<file path="config.mk">
export PLATFORM = sky130hd
export DESIGN_NAME = ht_cmd_gate
export DESIGN_NICKNAME = d
export VERILOG_FILES = /design/src/rtl/hash_table_pkg.sv /design/src/rtl/ht_cmd_gate_fifo.sv /design/src/rtl/ht_cmd_gate.sv
export SDC_FILE = /design/constraint.sdc
export NUM_CORES = 1
export LEC_CHECK = 0
export CORE_MARGIN = 10
export CORE_UTILIZATION = 50
export CTS_CLUSTER_SIZE = 24
export DETAILED_ROUTE_END_ITERATION = 7
export PLACE_DENSITY = 0.77
export SKIP_LAST_GASP = 1
export SLEW_MARGIN = 20
export SYNTH_ARGS = -nofsm -noshare
export SYNTH_HDL_FRONTEND = slang
export SYNTH_SLANG_ARGS = --single-unit
export TNS_END_PERCENT = 30
</file>
<file path="constraint.sdc">
create_clock -name clk_i -period 7.5 [get_ports clk_i]
set_clock_uncertainty 0.15 [all_clocks]
set_input_delay 1.5 -clock clk_i [delete_from_list [all_inputs] [get_ports clk_i]]
set_output_delay 1.5 -clock clk_i [all_outputs]
set_load 0.005 [all_outputs]
</file>
<file path="src/rtl/hash_table_pkg.sv">
// Shared hash-table types: the command word, its opcode enum and field widths.
package hash_table;

  localparam int KEY_WIDTH   = 16;
  localparam int VALUE_WIDTH = 32;

  typedef enum logic [1:0] {
    OP_SEARCH = 2'd0,
    OP_INSERT = 2'd1,
    OP_DELETE = 2'd2
  } ht_opcode_t;

  typedef struct packed {
    ht_opcode_t             op;
    logic [KEY_WIDTH-1:0]   key;
    logic [VALUE_WIDTH-1:0] value;
  } ht_command_t;

endpackage

</file>
<file path="src/rtl/ht_cmd_gate_fifo.sv">
// Synchronous command FIFO with registered full/empty flags and a used count.
// The read word is presented from the head entry whenever the FIFO is not
// empty; it only changes on a pop, so a stalled consumer sees stable data.
module ht_cmd_gate_fifo
  import hash_table::*;
#(
  parameter int DEPTH = 8
) (
  input  logic                       clk_i,
  input  logic                       rst_i,
  input  logic                       i_wr_en,
  input  ht_command_t                i_wr_data,
  input  logic                       i_rd_en,
  output ht_command_t                o_rd_data,
  output logic                       o_full,
  output logic                       o_empty,
  output logic [$clog2(DEPTH):0]     o_used
);

  localparam int AW = $clog2(DEPTH);

  ht_command_t    r_mem [DEPTH];
  logic [AW-1:0]  r_wptr;
  logic [AW-1:0]  r_rptr;
  logic [AW:0]    r_used;
  logic           r_full;
  logic           r_empty;

  logic           w_push;
  logic           w_pop;
  logic [AW:0]    w_used_nxt;

  // Qualify requests with the registered flags: no write when full, and a
  // word written into an empty FIFO cannot be read in the same cycle.
  assign w_push = i_wr_en && !r_full;
  assign w_pop  = i_rd_en && !r_empty;

  // Next occupancy from the push/pop pair.
  always_comb begin
    w_used_nxt = r_used;
    case ({w_push, w_pop})
      2'b10:   w_used_nxt = r_used + 1'b1;
      2'b01:   w_used_nxt = r_used - 1'b1;
      default: w_used_nxt = r_used;
    endcase
  end

  // Pointers, count and flags; pointers wrap naturally at the power-of-two depth.
  always_ff @(posedge clk_i) begin
    if (rst_i) begin
      r_wptr  <= '0;
      r_rptr  <= '0;
      r_used  <= '0;
      r_full  <= 1'b0;
      r_empty <= 1'b1;
    end else begin
      if (w_push) r_wptr <= r_wptr + 1'b1;
      if (w_pop)  r_rptr <= r_rptr + 1'b1;
      r_used  <= w_used_nxt;
      r_full  <= (w_used_nxt == (AW+1)'(DEPTH));
      r_empty <= (w_used_nxt == '0);
    end
  end

  // Storage array; contents need no reset since the flags guard every read.
  always_ff @(posedge clk_i) begin
    if (w_push) r_mem[r_wptr] <= i_wr_data;
  end

  assign o_rd_data = r_mem[r_rptr];
  assign o_full    = r_full;
  assign o_empty   = r_empty;
  assign o_used    = r_used;

endmodule

</file>
<file path="src/rtl/ht_cmd_gate.sv">
// Command gate in front of the hash engine: buffers upstream commands and
// only issues while fewer than MAX_INFLIGHT results are outstanding.
// Optional per-opcode issue statistics with macro HT_CMD_GATE_STAT_EN.
module ht_cmd_gate
  import hash_table::*;
#(
  parameter int FIFO_DEPTH   = 8,
  parameter int MAX_INFLIGHT = 4
) (
  input  logic                          clk_i,
  input  logic                          rst_i,
  input  ht_command_t                   cmd_i,
  input  logic                          cmd_valid_i,
  output logic                          cmd_ready_o,
  output ht_command_t                   ht_cmd_o,
  output logic                          ht_cmd_valid_o,
  input  logic                          ht_cmd_ready_i,
  input  logic                          ht_res_valid_i,
  output logic [3:0]                    inflight_o,
  output logic [$clog2(FIFO_DEPTH):0]   fifo_used_o,
  output logic                          idle_o,
`ifdef HT_CMD_GATE_STAT_EN
  input  logic                          stat_clr_i,
  output logic [31:0]                   stat_search_o,
  output logic [31:0]                   stat_insert_o,
  output logic [31:0]                   stat_delete_o,
`endif
  output logic                          credit_err_o
);

  logic [3:0]  r_inflight;
  logic        r_credit_err;

  logic        w_full;
  logic        w_empty;
  logic        w_issue;
  logic        w_credit_ok;
  ht_command_t w_head;

  ht_cmd_gate_fifo #(
    .DEPTH (FIFO_DEPTH)
  ) u_fifo (
    .clk_i     (clk_i),
    .rst_i     (rst_i),
    .i_wr_en   (cmd_valid_i),
    .i_wr_data (cmd_i),
    .i_rd_en   (w_issue),
    .o_rd_data (w_head),
    .o_full    (w_full),
    .o_empty   (w_empty),
    .o_used    (fifo_used_o)
  );

  // Inflight only decreases between issues, so once valid rises it holds
  // until the engine takes the head word.
  assign w_credit_ok    = (r_inflight < 4'(MAX_INFLIGHT));
  assign ht_cmd_valid_o = !w_empty && w_credit_ok;
  assign ht_cmd_o       = w_head;
  assign w_issue        = ht_cmd_valid_o && ht_cmd_ready_i;
  assign cmd_ready_o    = !w_full;

  // Outstanding-command counter; an unmatched result at zero is flagged sticky.
  always_ff @(posedge clk_i) begin
    if (rst_i) begin
      r_inflight   <= '0;
      r_credit_err <= 1'b0;
    end else begin
      case ({w_issue, ht_res_valid_i})
        2'b10: r_inflight <= r_inflight + 1'b1;
        2'b01: begin
          if (r_inflight == '0) r_credit_err <= 1'b1;
          else                  r_inflight   <= r_inflight - 1'b1;
        end
        default: r_inflight <= r_inflight;
      endcase
    end
  end

  assign inflight_o   = r_inflight;
  assign credit_err_o = r_credit_err;
  assign idle_o       = w_empty && (r_inflight == '0);

`ifdef HT_CMD_GATE_STAT_EN
  logic [31:0] r_stat_search;
  logic [31:0] r_stat_insert;
  logic [31:0] r_stat_delete;

  // Per-opcode issue counters, saturating; clear overrides a same-cycle count.
  always_ff @(posedge clk_i) begin
    if (rst_i || stat_clr_i) begin
      r_stat_search <= '0;
      r_stat_insert <= '0;
      r_stat_delete <= '0;
    end else if (w_issue) begin
      case (w_head.op)
        OP_SEARCH: if (r_stat_search != '1) r_stat_search <= r_stat_search + 1'b1;
        OP_INSERT: if (r_stat_insert != '1) r_stat_insert <= r_stat_insert + 1'b1;
        OP_DELETE: if (r_stat_delete != '1) r_stat_delete <= r_stat_delete + 1'b1;
        default:   ;
      endcase
    end
  end

  assign stat_search_o = r_stat_search;
  assign stat_insert_o = r_stat_insert;
  assign stat_delete_o = r_stat_delete;
`endif

endmodule
</file>
**Word-level counts from Yosys, hierarchy flattened**

Memory sizes are Yosys's and may differ from the RTL's. A register that Yosys moved wholly into a read port is not among the register bits.
Index checks and enable logic that the tools add are counted.

- $add $sub $neg: 6
- Reduce and logical (&&, ||, !) cells: 12
- Eq/ne operators: 6
- $lt $le $gt $ge: 1
- Muxes and demuxes: 7

Operator list:

| cell | count |
|---|---|
| $pmux W4 S2 | 2 |
| $add A4 B1 Y4 const B | 2 |
| $logic_not A4 Y1 | 2 |
| $sub A4 B1 Y4 const B | 2 |
| $add A3 B1 Y3 const B | 2 |
| $mux W3 | 2 |
| $logic_and A1 B1 Y1 | 5 |
| $eq A2 B1 Y1 const B | 2 |
| $eq A2 B2 Y1 const B | 2 |
| $eq A4 B4 Y1 const B | 1 |
| $lt A4 B3 Y1 const B | 1 |
| $mux W4 | 1 |
| $reduce_and A2 Y1 | 2 |
| $logic_not A1 Y1 | 2 |
| $mux W1 | 2 |
| $ne A2 B2 Y1 const B | 1 |
| $reduce_bool A2 Y1 | 1 |

- Memories: 1
- Bits in registers: 17
- Bits in writable memories: 400
- Input bits: 55

Memory list:

| memory | depth | width | rd ports | clocked after memory_dff | write ports | line | source |
|---|---|---|---|---|---|---|---|
| u_fifo.r_mem | 8 | 50 | 1 | 1 | 1 | ht_cmd_gate_fifo.sv:22 | `ht_command_t r_mem [DEPTH];` |

**Depth between registers and ports, before layout**

Gate-level depths: netlist of the first run.

- Word-level depth: 7
- Depth in mapped cells: 11
- Mapped depth without buffers: 10

**Modules after synthesis**

Synthesis of the first run repeated with hierarchy kept, for this count alone.

- Cell total of the unflattened synthesis: 706
- Area, all modules: 16061.7 sq um

By module, submodules not included:

| module | instances | seq. area each (sq um) | cells an instance | area each (sq um) |
|---|---|---|---|---|
| ht_cmd_gate_fifo | 1 | 12311.8 | 660 | 15682.5 |
| ht_cmd_gate | 1 | 100.1 | 46 | 379.1 |

**Least setup slack after synthesis of the first run**

No wires, ideal clock.

- Path type: input-to-reg
- From: input port cmd_valid_i
- To: memory u_fifo.r_mem[0][0] in the netlist's numbering, enable pin
- Stages on the path: 4
- Arrival time: 6.796 ns
- Path slack: -0.028 ns
- Path through: nor2b_1 clkbuf_1 clkinv_2 nor4_1

- Longest elaborated chain between the ends: 3

RTL lines:

| what | line | source |
|---|---|---|
| from (decl) | ht_cmd_gate.sv:13 | `input logic cmd_valid_i,` |
| $logic_and A1 B1 Y1 | ht_cmd_gate_fifo.sv:35 | `assign w_push = i_wr_en && !r_full;` |
| $mux W1 | ht_cmd_gate_fifo.sv:67 | `if (w_push) r_mem[r_wptr] <= i_wr_data;` |
| $mux W1 (not written as such) | ht_cmd_gate_fifo.sv:67 |  |
| to (decl) | ht_cmd_gate_fifo.sv:22 |  |

No other way between the ends.

==> out/qor.csv, run 1 <==
stage,metric,value,unit
global_routing,grtUsageTotal,15.3,%
clock_tree,htree_levels,2,
detailed_routing,drc_errors,0,
timing,finalCritPeriodShare,66.2,%
placed_design,preCtsSetupSlack,2.88,ns
floorplanning,core-area,0.0316,sq mm
finish,diodes,0,
timing,relSlewSlack,39.0,%
synth,ys_async_sr_fraction,0,%
finish,layout_commonest_cell,edfxtp_1,
power,powerDensity,298,mW/mm^2
worst_setup_path,critPathLaunchType,register,
power,clockPowerShare,33.4,%
clock_tree,cts_max_path_buffers,3,
detailed_routing,wl_per_cell,23.5,um
finish,drive_gt1_share,27.6,%
timing,slew_violations,0,
synth,syn_inst,701,
timing,fmax,0.201,GHz
global_routing,antenna_found_initial,3,
power,irDropWorstVdd,0.184,mV
synth,yosys_warnings,0,
timing,finalWorstSetupSlack,2.54,ns
clock_tree,post-cts-setup-buffers,0,
synth,ys_ff_latch,420,
finish,fin_util,60.2,%
clock_tree,path_clk_slew,0.06,ns
timing,tns,0,ns
global_routing,grt_pass1_vias,7767,
worst_setup_path,cp-end-kind,output port,
global_routing,grt-ovfl-total,0,
global_routing,grt_first_pass_wirelength,46000,um
clock_tree,root_buffer,clkbuf_16,
worst_setup_path,cp.required,5.85,ns
worst_setup_path,rrSetupSlack,4.50,ns
clock_tree,cts_tree,built,
placed_design,dp_hpwl,15900,um
detailed_routing,dr.pass1.iters,5,
worst_setup_path,arrival,3.31,ns
timing,worst_pin_slew,0.916,ns
power,seqPwrFrac,48.5,%
finish,final_cell_mix,"edfxtp_1, clkdlybuf4s50_1, mux4_2, mux2_2, clkbuf_16",
worst_setup_path,worstPathCellList,buf_4 > mux4_2 > mux2_2 > clkdlybuf4s50_1,
floorplanning,die_w,199,um
flow_run,drv_cap,0,
finish,layout.nets,902,
power,combinationalPowerShare,18.1,%
placed_design,gp_congestion,0.756,
detailed_routing,vias,7250,
synth,syn_nets,762,
detailed_routing,drtIter0Drc,415,
worst_setup_path,cp_max_fo,57,
worst_hold_path,min_path_type,register to register,
power,power.leakage,0.00592,uW
synth,synth-edff-count,400,
synth,ys_types,40,
detailed_routing,ant_nets,0,
timing,setup_viol_count_final,0,
global_routing,grt_max_degree,101,
clock_tree,cts_buffers,41,
timing,rsz0062_at_grt,false,
floorplanning,initial_utilization,50.8,%
floorplanning,num_rows,65,
worst_setup_path,slowest_delay,0.90,ns
power,power.internal,4360,uW
timing,final.min_clock_period,4.96,ns
status,outcome,finished clean,
synth,ys.flop_type,edfxtp_1,
worst_setup_path,critPathSlowestCell,dfxtp_4,
finish,area_growth,18.5,%
timing,final_hold_viol_count,0,
detailed_routing,drt_wl_total,29900,um
detailed_routing,avgViaCountPerCell,5.69,
synth,syn_avg_cell_area,22.9,sq um
floorplanning,die_y,199,um
clock_tree,ctsHoldBuffers,0,
clock_tree,clock-sinks,420,
synth,syn_area,0.0160,sq mm
worst_setup_path,crit_family,buffers and inverters,
worst_setup_path,path_buf_inv,2,
power,p_sw,1310,uW
worst_setup_path,crit_type,register to output port,
floorplanning,die_area,0.0396,sq mm
clock_tree,cts-resized-gates,0,
power,sw_frac_of_total,23.1,%
clock_tree,clk_latency,0.51,ns
synth,yosysSeqAreaShare,77.5,%
floorplanning,ios,117,
placed_design,io_buffers,116,
==> cells in the mapped netlist, drive strengths merged, types with 2 or more instances <==
cell type    n  area (sq um)
xor2         6          52.6
o22ai        3          18.8
xnor2        6          52.6
buf         12          65.1
nor2        21          78.8
ha           5          62.6
mux2        50           563
clkinv       2          21.3
nand2       10          37.5
inv          4          15.0
and3         2          12.5
mux4       100          2250
and4b        2          20.0
edfxtp     400         12000
a21oi        8          51.3
nor3b        3          22.5
clkbuf      20          75.1
nand2b       2          12.5
a21o         2          15.0
dfxtp       20           400
nor4         2          12.5
nor3         7          40.0
nor2b        2          12.5
==> worst min-delay path: cells and delay by family, from the launching register on <==
| family | cells | cell delay [ns] |
|---|---|---|
| compound gates | 1 | 0.06 |
| flops | 1 | 0.31 |
| simple gates | 1 | 0.07 |
==> power by group through the flow <==
| stage | sequential [uW] | clock (uW) | combinational [uW] |
|---|---|---|---|
| 6_report | 2750 | 1890 | 1030 |
| 5_1_grt | 2760 | 2040 | 1120 |
| 4_1_cts | 2750 | 1940 | 1060 |
| 3_5_place_dp | 2800 | 0 | 1050 |
| 3_3_place_gp | 2790 | 0 | 1040 |
| 2_1_floorplan | 2780 | 0 | 643 |
==> flip-flops by register name, summed over array words and instances, names as in the netlist, named ones only <==
signal	cells
u_fifo.o_used	4
u_fifo.o_empty	1
inflight_o	4
credit_err_o	1
u_fifo.r_rptr	3
u_fifo.r_mem	400
u_fifo.o_full	1
u_fifo.r_wptr	3
==> kinds of logic (layout without fill, tap and decap cells) <==
group	count (synthesis)	in the layout	share of synthesized area [%]
AO/OA/AOI/OAI	17	17	0.726
XOR/XNOR	12	12	0.656
adder cells (fa/ha/maj)	6	6	0.516
buffers and inverters	38	210	1.10
flip-flops	420	420	77.5
multiplexers	151	151	17.6
AND/OR/NAND/NOR	57	57	1.88
==> cell type report <==
cell class / instances / area [sq um]
fill: 2222 / 12600
sequential: 420 / 12400
multi-input combinational: 243 / 3490
timing repair buffer: 129 / 1270
clock buffer: 50 / 1130
tap: 402 / 503
clock inverter: 25 / 129
inverter: 6 / 36.3
==> through the flow <==
step                cell area (sq um)  hold slack, ns  instances  power (uW)
detailed placement              17700           0.325       1200        3840
global placement                17700           0.307       1200        3830
CTS                             19000           0.340       1275        5740
finish                          19000           0.334       1275        5660
global route                    19000           0.359       1275        5920
floorplan                       16000           0.310        701        3420
==> final timing paths <==
kind	startpoint	cells after the start	end
max reg2reg	inflight_o[2]$_SDFFE_PP0P_	9	u_fifo.o_full$_SDFF_PP0_
min	u_fifo.r_rptr[1]$_SDFFE_PP0P_	2	register
max	register	4	ht_cmd_o[14]
min reg2reg	u_fifo.r_rptr[1]$_SDFFE_PP0P_	2	register
==> metal layers <==
metal | vias to the layer above | global-route usage [%] | part of all wire, %
met1 | 3819 | 20.4 | 44
met4 | 6 | 3.70 | 1.6
met5 | - | 0 | 0.12
met3 | 50 | 3.58 | 5.1
met2 | 164 | 25.0 | 49
li1 | 3211 | - | -
Power figures use the tool's default switching activity.
==> inputs of run 2 (changes only) <==
--- a/config.mk
+++ b/config.mk
@@ -9,7 +9,7 @@
 export CORE_UTILIZATION = 50
 export CTS_CLUSTER_SIZE = 24
 export DETAILED_ROUTE_END_ITERATION = 7
-export PLACE_DENSITY = 0.77
+export PLACE_DENSITY = 0.75
 export SKIP_LAST_GASP = 1
 export SLEW_MARGIN = 20
 export SYNTH_ARGS = -nofsm -noshare
==> constraint.sdc (replaced) <==
create_clock -name clk_i -period 4.6 [get_ports clk_i]
set_clock_uncertainty 0.15 [all_clocks]
set_input_delay 0.92 -clock clk_i [delete_from_list [all_inputs] [get_ports clk_i]]
set_output_delay 0.92 -clock clk_i [all_outputs]
set_load 0.005 [all_outputs]
==> out/qor.csv, run 2 (synthesized netlist as in run 1, its figures left out) <==
stage,metric,value,unit
detailed_routing,dr_wl_met2,15000,um
power,power.internal,7140,uW
detailed_routing,m1WireLength,13000,um
worst_setup_path,cp_max_fo,53,
finish,largest-register,u_fifo.r_mem,
placed_design,gp_congestion,0.745,
worst_setup_path,arrival,2.89,ns
clock_tree,cts_tree,built,
timing,rsz0062_at_grt,false,
finish,layout_commonest_cell,edfxtp_1,
global_routing,antenna_found_initial,3,
timing,whs,0.332,ns
flow_run,drv_cap,0,
timing,setup_viol_count_final,0,
floorplanning,die_area,0.0396,sq mm
timing,relSlewSlack,47.8,%
global_routing,grtUsageTotal,15.6,%
floorplanning,ios,117,
finish,largest_reg_flops,400,
detailed_routing,ant_nets,0,
clock_tree,htree_levels,2,
clock_tree,clk_latency,0.52,ns
timing,slew_violations,0,
timing,final.min_clock_period,3.96,ns
worst_setup_path,cp.required,3.53,ns
floorplanning,num_rows,65,
clock_tree,cts-resized-gates,0,
worst_setup_path,critPathLaunchType,register,
floorplanning,die_y,199,um
finish,fin_util,60.6,%
finish,final_cell_mix,"edfxtp_1, clkdlybuf4s50_1, mux4_2, mux2_2, clkbuf_16",
timing,finalWorstSetupSlack,0.638,ns
placed_design,dp_hpwl,16200,um
timing,worst_pin_slew,0.781,ns
clock_tree,path_clk_slew,0.06,ns
global_routing,grt_pass1_vias,7894,
power,irDropWorstVdd,0.369,mV
worst_setup_path,crit_type,register to output port,
placed_design,post-place-cells,1204,
power,seqPwrFrac,48.6,%
power,p_sw,2120,uW
power,sw_frac_of_total,22.9,%
status,outcome,finished clean,
floorplanning,initial_utilization,50.8,%
detailed_routing,dr.pass1.iters,4,
clock_tree,cts_buffers,42,
timing,finalCritPeriodShare,86.1,%
detailed_routing,avgViaCountPerCell,5.64,
floorplanning,core-area,0.0316,sq mm
power,combinationalPowerShare,18.2,%
clock_tree,clock-sinks,420,
placed_design,preCtsSetupSlack,0.654,ns
timing,fmax,0.252,GHz
global_routing,grt-ovfl-total,0,
floorplanning,die_w,199,um
detailed_routing,wl_per_cell,23.6,um
finish,layout.nets,907,
finish,drive_gt1_share,27.5,%
placed_design,io_buffers,116,
detailed_routing,vias,7227,
power,power.leakage,0.00597,uW
global_routing,grt_max_degree,54,
detailed_routing,drtIter0Drc,718,
timing,final_hold_viol_count,0,
detailed_routing,drc_errors,0,
clock_tree,post-cts-setup-buffers,0,
power,clockPowerShare,33.2,%
clock_tree,ctsHoldBuffers,0,
worst_hold_path,min_path_type,register to register,
detailed_routing,drt_wl_total,30300,um
finish,area_growth,19.4,%
detailed_routing,top_layer,met5,
worst_setup_path,cp-end-kind,output port,
power,powerDensity,484,mW/mm^2
clock_tree,root_buffer,clkbuf_16,
detailed_routing,dr_wl_met3,1820,um
finish,final_cells,1282,
global_routing,grt_first_pass_wirelength,46900,um
clock_tree,cts_max_path_buffers,3,
worst_setup_path,rrSetupSlack,1.57,ns
[run 2: cell types whose count changed in the layout (fill, tap and decap cells not counted)]
cell        delta
buf_12         +9
buf_4          -5
clkbuf_1       +4
clkinv_1       +1
clkinv_2       -1
clkinv_4       +1
clkinv_8       +1
clkinvlp_4     -3
diode_2        +1
inv_8          -1
[run 2: path summary, 6_finish.rpt]
check | from | to | depth (start not counted)
hold reg to reg | credit_err_o$_SDFFE_PP0P_ | credit_err_o$_SDFFE_PP0P_ | 2
setup reg to reg | inflight_o[2]$_SDFFE_PP0P_ | u_fifo.o_full$_SDFF_PP0_ | 9
hold / removal | credit_err_o$_SDFFE_PP0P_ | credit_err_o$_SDFFE_PP0P_ | 2
setup / recovery | register | ht_cmd_o[40] | 4
[run 2: power by group through the flow]
| stage | combinational (uW) | sequential, uW | clock (uW) |
|---|---|---|---|
| detailed placement | 1710 | 4580 | 0 |
| global route | 1840 | 4530 | 3310 |
| floorplan | 1050 | 4530 | 0 |
| CTS | 1730 | 4510 | 3150 |
| finish | 1680 | 4500 | 3070 |
| global placement | 1700 | 4580 | 0 |
[run 2: metrics by stage]
stage	area [sq um]	TNS [ns]	power (uW)
floorplan	16000	-208.25	5580
global placement	17900	0	6270
detailed placement	17900	0	6300
CTS	19100	0	9390
global route	19100	0	9680
finish	19100	0	9260
[run 2: layout make-up]
| class | instances | area [sq um] |
|---|---|---|
| diodes | 1 | 2.50 |
| multi-input cells | 243 | 3490 |
| fillers | 2203 | 12400 |
| clock inverters | 23 | 119 |
| well taps | 402 | 503 |
| flip-flops and latches | 420 | 12400 |
| clock buffers | 54 | 1150 |
| inverters | 6 | 36.3 |
| repair buffers | 133 | 1410 |
[run 2: routing by layer]
layer	track usage [%]	vias up
met5	0	-
met1	20.8	3780
li1	-	3230
met3	4.07	39
met2	25.3	174
met4	3.59	4
[run 2: critical path: stages (launching register included)]
cell             delay (ns)
dfxtp_4                0.58
buf_12                 0.43
mux4_2                 0.57
mux2_2                 0.30
clkdlybuf4s50_1        0.46
